==> src/rtl/pipe_ctrl.sv <==
// Pipeline hazard controller: per-register stall codes, fetch-kill after redirects,
// and saturating stall/flush performance counters.
module pipe_ctrl (
  input  logic        clk,
  input  logic        rst,
  input  logic        mem_busy,
  input  logic        ex_busy,
  input  logic        ex_redirect,
  input  logic        id_rs1_rena,
  input  logic        id_rs2_rena,
  input  logic [4:0]  id_rs1_addr,
  input  logic [4:0]  id_rs2_addr,
  input  logic        ex_mem_to_reg,
  input  logic        ex_rd_wena,
  input  logic [4:0]  ex_rd_waddr,
  input  logic        if_busy,
  input  logic        if_rvalid,
  output logic [1:0]  pc_stall,
  output logic [1:0]  if_id_stall,
  output logic [1:0]  id_ex_stall,
  output logic [1:0]  ex_me_stall,
  output logic [1:0]  me_wb_stall,
  output logic        if_kill,
  output logic [63:0] stall_cnt,
  output logic [63:0] flush_cnt
);

  localparam logic [1:0] STALL_NEXT = 2'b00;
  localparam logic [1:0] STALL_KEEP = 2'b01;
  localparam logic [1:0] STALL_ZERO = 2'b10;

  localparam logic [1:0] BOOT   = 2'd0;
  localparam logic [1:0] NORMAL = 2'd1;
  localparam logic [1:0] DROP   = 2'd2;

  logic [1:0] state;
  logic [1:0] state_nxt;
  logic       load_use;
  logic       redirect_acc;
  logic       running;

  function automatic logic [63:0] sat_inc(input logic [63:0] v);
    return (v == '1) ? v : v + 64'd1;
  endfunction

  assign running  = (state != BOOT);
  assign load_use = ex_mem_to_reg & ex_rd_wena & (ex_rd_waddr != 5'd0) &
                    ((id_rs1_rena & (id_rs1_addr == ex_rd_waddr)) |
                     (id_rs2_rena & (id_rs2_addr == ex_rd_waddr)));

  always_comb begin
    pc_stall     = STALL_ZERO;
    if_id_stall  = STALL_ZERO;
    id_ex_stall  = STALL_ZERO;
    ex_me_stall  = STALL_ZERO;
    me_wb_stall  = STALL_ZERO;
    if_kill      = 1'b0;
    redirect_acc = 1'b0;
    state_nxt    = NORMAL;
    if (running) begin
      // A redirect is only honoured once nothing downstream is holding EX.
      if (mem_busy) begin
        {pc_stall, if_id_stall, id_ex_stall, ex_me_stall, me_wb_stall} =
          {STALL_KEEP, STALL_KEEP, STALL_KEEP, STALL_KEEP, STALL_ZERO};
      end else if (ex_busy) begin
        {pc_stall, if_id_stall, id_ex_stall, ex_me_stall, me_wb_stall} =
          {STALL_KEEP, STALL_KEEP, STALL_KEEP, STALL_ZERO, STALL_NEXT};
      end else if (ex_redirect) begin
        {pc_stall, if_id_stall, id_ex_stall, ex_me_stall, me_wb_stall} =
          {STALL_NEXT, STALL_ZERO, STALL_ZERO, STALL_NEXT, STALL_NEXT};
        redirect_acc = 1'b1;
      end else if (load_use) begin
        {pc_stall, if_id_stall, id_ex_stall, ex_me_stall, me_wb_stall} =
          {STALL_KEEP, STALL_KEEP, STALL_ZERO, STALL_NEXT, STALL_NEXT};
      end else if ((state == DROP) || !if_rvalid) begin
        {pc_stall, if_id_stall, id_ex_stall, ex_me_stall, me_wb_stall} =
          {STALL_KEEP, STALL_ZERO, STALL_NEXT, STALL_NEXT, STALL_NEXT};
      end else begin
        {pc_stall, if_id_stall, id_ex_stall, ex_me_stall, me_wb_stall} =
          {STALL_NEXT, STALL_NEXT, STALL_NEXT, STALL_NEXT, STALL_NEXT};
      end

      // The in-flight fetch at redirect time is stale; wait for and discard it.
      if (state == DROP) begin
        if_kill   = if_rvalid;
        state_nxt = (if_rvalid && !redirect_acc) ? NORMAL : DROP;
      end else if (redirect_acc && if_busy && !if_rvalid) begin
        state_nxt = DROP;
      end
    end
  end

  always_ff @(posedge clk or negedge rst) begin
    if (!rst) begin
      state     <= BOOT;
      stall_cnt <= '0;
      flush_cnt <= '0;
    end else begin
      state <= state_nxt;
      if (running && (pc_stall != STALL_NEXT))
        stall_cnt <= sat_inc(stall_cnt);
      if (redirect_acc)
        flush_cnt <= sat_inc(flush_cnt);
    end
  end

endmodule

==> config.mk <==
export PLATFORM = sky130hd
export DESIGN_NAME = pipe_ctrl
export DESIGN_NICKNAME = d
export VERILOG_FILES = /design/src/rtl/pipe_ctrl.sv
export SDC_FILE = /design/constraint.sdc
export NUM_CORES = 1
export LEC_CHECK = 0
export CAP_MARGIN = 10
export CORE_MARGIN = 2
export CORE_UTILIZATION = 25
export CTS_BUF_LIST = sky130_fd_sc_hd__clkbuf_8
export CTS_CLUSTER_DIAMETER = 80
export DETAILED_ROUTE_END_ITERATION = 10
export PLACE_DENSITY = 0.48
export SETUP_SLACK_MARGIN = 0.4
export SLEW_MARGIN = 5
export SYNTH_ARGS = -nofsm -noshare
export SYNTH_HDL_FRONTEND = slang
export SYNTH_SLANG_ARGS = --single-unit
==> constraint.sdc <==
create_clock -name clk -period 2.7 [get_ports clk]
set_input_delay 0.27 -clock clk [delete_from_list [all_inputs] [get_ports clk]]
set_output_delay 0.27 -clock clk [all_outputs]
set_load 0.01 [all_outputs]
==> After elaboration in Yosys (flattened, before gate mapping) <==
Index checks and enable logic that the tools add are counted.
{ "totals": {"reg_bits": 130, "word_cells": 63, "inputBits": 26} }
{ "classes": {"reduce_logical": 12, "eq_ne": 5, "mux": 33, "bitwise_logic": 8, "n_addsub": 2} }
{ "op_table": {"columns": ["cell", "n"], "rows": [
  ["$add A64 B1 Y64 const B", 2],
  ["$eq A64 B64 Y1 const B", 2],
  ["$mux W2", 21],
  ["$mux W1", 12],
  ["$eq A5 B5 Y1", 2],
  ["$and A1 B1 Y1", 5],
  ["$reduce_bool A5 Y1", 1],
  ["$logic_and A1 B1 Y1", 4],
  ["$reduce_and A2 Y1", 2],
  ["$reduce_bool A2 Y1", 2],
  ["$eq A2 B2 Y1 const B", 1],
  ["$logic_not A1 Y1", 2],
  ["$not A1 Y1", 2],
  ["$logic_or A1 B1 Y1", 1],
  ["$or A1 B1 Y1", 1]
]} }

==> Logic depth before layout (Yosys ltp) <==
{ "depth": {"depth_word": 12, "ltp_mapped": 9, "depth_no_buf": 7} }

==> Least setup slack after synthesis <==
No wires, ideal clock.
{ "synth_path": {"kind": "reg-to-reg", "startpoint": "register flush_cnt[49]", "endpoint": "register flush_cnt[8]", "t_required_ps": 2573, "setup_slack_ps": 468, "n_path_buf": 1, "t_arrival_ps": 2105, "period_less_slack_ps": 2232, "path_stages_with_launch": 8, "path_cell_list": "dfrtp_1 -> nand4_1 -> nor4_1 -> and4_1 -> buf_2 -> a21oi_2 -> and4_1 -> xor2_1"} }
{ "synth_between": {"elab_chain_cells": 3} }
{ "synth_lines": {"columns": ["item", "line_no", "source"], "rows": [
  ["start: declaration", "25", "output logic [63:0] flush_cnt"],
  ["start signal: assignment", "103", "flush_cnt <= sat_inc(flush_cnt);"],
  ["$eq A64 B64 Y1", "43", "return (v == '1) ? v : v + 64'd1;"],
  ["$not A1 Y1 (no source line)", null, null],
  ["$reduce_and A2 Y1 (no source line)", null, null]
]} }
Every way passes these cells.
A chain may end at the register's enable or synchronous reset.

==> Worst setup path in the final report <==
{ "layout_path": {"startpoint": "register stall_cnt[48]", "endpoint": "register stall_cnt[11]"} }
{ "layout_between": {"elab_chain_cells": 3} }
{ "layout_lines": {"columns": ["item", "line_no", "source"], "rows": [
  ["start: declaration", "24", "output logic [63:0] stall_cnt,"],
  ["start signal: assignment", "101", "stall_cnt <= sat_inc(stall_cnt);"],
  ["$eq A64 B64 Y1", "43", null],
  ["$not A1 Y1 (no source line)", null, null],
  ["$reduce_and A2 Y1 (no source line)", null, null]
]} }
Every way passes these cells.

==> impl_results.html <==
<table>
<tr><th>Metric</th><th>Value</th></tr>
<tr><th colspan="2">Outcome</th></tr>
<tr><td>Run status</td><td>completed</td></tr>
<tr><th colspan="2">Finish</th></tr>
<tr><td>Synth-to-Final Area Change</td><td>47.7%</td></tr>
<tr><td>Antenna cells</td><td>0</td></tr>
<tr><td>Post-route non-filler standard cell count</td><td>1283</td></tr>
<tr><td>Nets@finish</td><td>958</td></tr>
<tr><td>Final-layout fill cell count</td><td>2725</td></tr>
<tr><td>Seq. cell area</td><td>0.00327 sq mm</td></tr>
<tr><td>Post-layout util</td><td>0.375</td></tr>
<tr><td>Fraction of layout cells with a size suffix above 1</td><td>0.185</td></tr>
<tr><td>Area occupied by multi-input gates</td><td>0.00363 sq mm</td></tr>
<tr><th colspan="2">Critical path</th></tr>
<tr><td>Reg-to-reg setup timing slack</td><td>0.42 ns</td></tr>
<tr><td>Worst setup startpoint</td><td>stall_cnt[48]</td></tr>
<tr><td>Largest fanout of any net on the critical path</td><td>15</td></tr>
<tr><td>Worst Setup Path Type</td><td>reg2reg</td></tr>
<tr><td>Arrival time at the worst endpoint</td><td>2.65 ns</td></tr>
<tr><td>Startpoint class of the critical path</td><td>register</td></tr>
<tr><td>Required arrival time at the worst endpoint</td><td>3.07 ns</td></tr>
<tr><td>Worst flop-to-flop path startpoint</td><td>stall_cnt[48]</td></tr>
<tr><td>Kind of end point of the critical path</td><td>register</td></tr>
<tr><th colspan="2">Yosys</th></tr>
<tr><td>Sequential element share of the synthesized area</td><td>0.477</td></tr>
<tr><td>Gate count of the mapped netlist</td><td>692</td></tr>
<tr><td>Complex-gate fraction of the synthesized area</td><td>0.0236</td></tr>
<tr><td>Count of distinct cell types in the synthesized netlist</td><td>48</td></tr>
<tr><td>Number of flops mapped to enable cells by yosys</td><td>0</td></tr>
<tr><td>Share of synthesized cell area in and, or, nand and nor gates</td><td>0.295</td></tr>
<tr><td>Post-Synth Adder-Cell Area</td><td>0.00367</td></tr>
<tr><td>Mux contribution to synthesized area</td><td>0.00330</td></tr>
<tr><td>Dominant combinational cell family by area after synthesis</td><td>simple AND/OR/NAND/NOR gates</td></tr>
<tr><td>Number of warnings issued by yosys</td><td>0</td></tr>
<tr><td>Synth Flop Type</td><td>dfrtp_1</td></tr>
<tr><td>Count of state elements after synthesis</td><td>130</td></tr>
<tr><td>Xor/xnor share of the synthesized area</td><td>0.173</td></tr>
<tr><td>Avg Inst Size Synth</td><td>9.86 sq um</td></tr>
<tr><td>Syn_nets</td><td>720</td></tr>
<tr><td>Share of async-settable or async-resettable flops after synthesis</td><td>1.00</td></tr>
<tr><td>Cell area after synthesis</td><td>0.00683 sq mm</td></tr>
<tr><th colspan="2">Global routing</th></tr>
<tr><td>Overflow left after global routing</td><td>0</td></tr>
<tr><td>First-pass GRT wire length</td><td>34300 microns</td></tr>
<tr><td>Number of global-route vias before repair</td><td>6140</td></tr>
<tr><td>Pin count of the biggest net entering global routing</td><td>51</td></tr>
<tr><td>Overall fraction of global-route tracks in use</td><td>0.151</td></tr>
<tr><td>Initial antenna violation count</td><td>0</td></tr>
<tr><th colspan="2">Detailed routing</th></tr>
<tr><td>Antenna viol nets, final</td><td>0</td></tr>
<tr><td>Routed vias/inst</td><td>4.77</td></tr>
<tr><td>Total iterations of the first detailed-routing run</td><td>4</td></tr>
<tr><td>Starting DRT DRC Count</td><td>360</td></tr>
<tr><td>Via count of the routed design</td><td>6124</td></tr>
<tr><td>Routed wire length per instance</td><td>16.7 microns</td></tr>
<tr><td>Metal1 wirelength</td><td>9560 microns</td></tr>
<tr><td>WL met2</td><td>10300 microns</td></tr>
<tr><td># DRC</td><td>0</td></tr>
<tr><td>Uppermost layer routed</td><td>met4</td></tr>
<tr><td>Final Routed Wirelength</td><td>21400 microns</td></tr>
<tr><td>Routed wl met3</td><td>1310 microns</td></tr>
<tr><th colspan="2">Place</th></tr>
<tr><td>Port Buffer Count</td><td>163</td></tr>
<tr><td>Routability congestion estimate from global placement</td><td>0.780</td></tr>
<tr><td>Detail Placement HPWL</td><td>15500 microns</td></tr>
<tr><td>Placed cell count</td><td>1230</td></tr>
<tr><th colspan="2">Timing</th></tr>
<tr><td>Number of hold violations in the final report</td><td>0</td></tr>
<tr><td>Clock skew after layout</td><td>0.0179 ns</td></tr>
<tr><td>Final clock period utilization by the worst path</td><td>0.846</td></tr>
<tr><td>Final Max Slew Viols</td><td>0</td></tr>
<tr><td>Setup repair after global routing missed its margin</td><td>yes</td></tr>
<tr><td>Pin slew with the least headroom to its limit</td><td>0.506 ns</td></tr>
<tr><td># setup viols final</td><td>0</td></tr>
<tr><td>Final period demand of the worst path</td><td>2.28 ns</td></tr>
<tr><td>Rel. slew slack</td><td>0.663</td></tr>
<tr><td>Highest attainable clock frequency</td><td>438 MHz</td></tr>
<tr><th colspan="2">Clock network</th></tr>
<tr><td>Number of buffers inserted during clock tree synthesis</td><td>17</td></tr>
<tr><td>Maximum clock path buffer count</td><td>2</td></tr>
<tr><td>Clock-pin transition on the worst setup and hold timing paths</td><td>0.09 ns</td></tr>
<tr><td>Clock insertion delay at the later pin of the skew report</td><td>0.45 ns</td></tr>
<tr><td>Clock sinks</td><td>130</td></tr>
<tr><td>Clk Tree Root Cell</td><td>clkbuf_8</td></tr>
<tr><td>Depth of the CTS H-tree</td><td>4</td></tr>
<tr><td>CTS tree</td><td>yes</td></tr>
<tr><th colspan="2">Flow run</th></tr>
<tr><td>Number of max-cap violations</td><td>0</td></tr>
<tr><th colspan="2">Floorplan</th></tr>
<tr><td>Y dimension of the die</td><td>169 microns</td></tr>
<tr><td>Width of the die</td><td>169 microns</td></tr>
<tr><td>Full die area</td><td>0.0286 sq mm</td></tr>
<tr><td>Area of the core region</td><td>0.0269 sq mm</td></tr>
<tr><td>Std cell rows</td><td>60</td></tr>
<tr><td>Initial core utilization</td><td>0.254</td></tr>
<tr><td>Number of top-level pins</td><td>165</td></tr>
<tr><th colspan="2">Pwr</th></tr>
<tr><td>Leakage power summed over all cells</td><td>4.49 nW</td></tr>
<tr><td>Overall power</td><td>0.00465 W</td></tr>
<tr><td>Maximum vdd ir drop</td><td>278 uV</td></tr>
<tr><td>Power Density</td><td>461 mW/mm^2</td></tr>
<tr><th colspan="2">Hold path</th></tr>
<tr><td>Hold Crit Class</td><td>in2async</td></tr>
</table>
synth_stat cells (all sizes together) (2+ instances only):
cell type,count,area (sq um)
dfrtp,130,3250
xor2,88,771
nand2,73,274
nor4,53,380
nand4,52,344
xnor2,47,412
nand3,45,225
nor2,43,161
nor3,39,205
and3,19,119
buf,17,86.3
inv,16,60.1
and4,10,87.6
a21oi,7,38.8
or4,6,45.0
nor3b,5,37.5
and2,4,25.0
clkbuf,4,15.0
nand2b,4,25.0
or3,4,25.0
nor4b,3,26.3
or2,3,18.8
ha,2,25.0
mux2,2,22.5
o21ai,2,13.8
layer usage:
metal  global-route usage  vias up
met1                0.194     3007
met3               0.0431       15
met4               0.0349        0
met5                    0        -
met2                0.251      151
li1                     -     2951
cells in the final DEF, fill, tap and decap left out, types with 3 or more instances in the layout:
cell type        netlist  routed
buf_12                 0       5
nor4_4                 2       6
xnor2_1               47      47
or4_1                  6       6
dlygate4sd2_1          0       5
clkdlybuf4s50_1        0     155
nor3_2                 2       4
or3_1                  4       4
nand2b_1               4       4
clkinvlp_4             0       5
clkbuf_8               0      17
dfrtp_2                0      11
a21oi_1                6       6
nor4_1                48      32
and2_1                 4       4
nor4b_2                0       3
and4_1                10       9
nand2_1               73      71
dfrtp_1              130     119
and3_1                19      17
nor3_1                37      35
inv_1                 16      15
nor2_1                43      39
xor2_1                88      88
nor2_2                 0       3
nand4_1               49      49
clkinv_4               0       3
buf_4                  1      68
nand3_1               45      45
nor4_2                 3      15
bufinv_16              0       3
nor3b_1                5       4
cell families after synthesis:
kind of cell,Yosys count
AND/OR/NAND/NOR,365
adder cells (fa/ha/maj),2
AO/OA/AOI/OAI,20
buffers and inverters,37
XOR/XNOR,135
multiplexers,2
flip-flops,130
other,1
critical path, stage by stage, from the launching register on:
cell	delay, ns
dfrtp_1	0.46
and3_2	0.30
and4_1	0.26
nand4_1	0.19
buf_4	0.22
nor2_4	0.08
clkbuf_16	0.18
nor4_1	0.35
xnor2_1	0.16
layout make-up:
class / count / area share
repair buffers: 240 / 0.227
multi-input cells: 525 / 0.360
clock buffers: 17 / 0.0232
well taps: 341 / 0.0423
clock inverters: 14 / 0.0181
inverters: 16 / 0.00595
flip-flops and latches: 130 / 0.324
final timing paths:
check,depth (start not counted),endpoint
setup / recovery,8,stall_cnt[11]
hold / removal,2,stall_cnt[45]
setup reg to reg,8,stall_cnt[11]
hold reg to reg,1,flush_cnt[59]
max in group asynchronous,3,flush_cnt[17]
min in group clk,1,flush_cnt[59]
per-stage QoR:
stage,hold slack (ns),cell area [sq um],setup slack (ns),TNS [ns]
5_1_grt,0.350,10100,0.323,0
4_1_cts,0.324,9750,0.379,0
2_1_floorplan,-0.0256,6830,0.468,0
6_report,0.330,10100,0.416,0
3_3_place_gp,0.249,9260,-0.154,-2.54
3_5_place_dp,0.250,9260,-0.183,-3.38
repair_timing:
item,in CTS,in global routing
hold endpoints to repair,48,0
cloned,0,1
hold buffers,1,0
pin swaps,8,10
buffers inserted,4,16
setup endpoints to repair,54,93
gates resized for setup,28,42
flip-flops by register name, indices dropped and copies added (netlist names):
signal     count
stall_cnt     64
flush_cnt     64
state          2
power breakdown:
part	total (W)	switching, W	internal (W)
clock network	0.00181	0.000884	0.000923
logic	0.000666	0.000309	0.000357
registers	0.00218	0.000130	0.00205
Power figures use the tool's default switching activity.
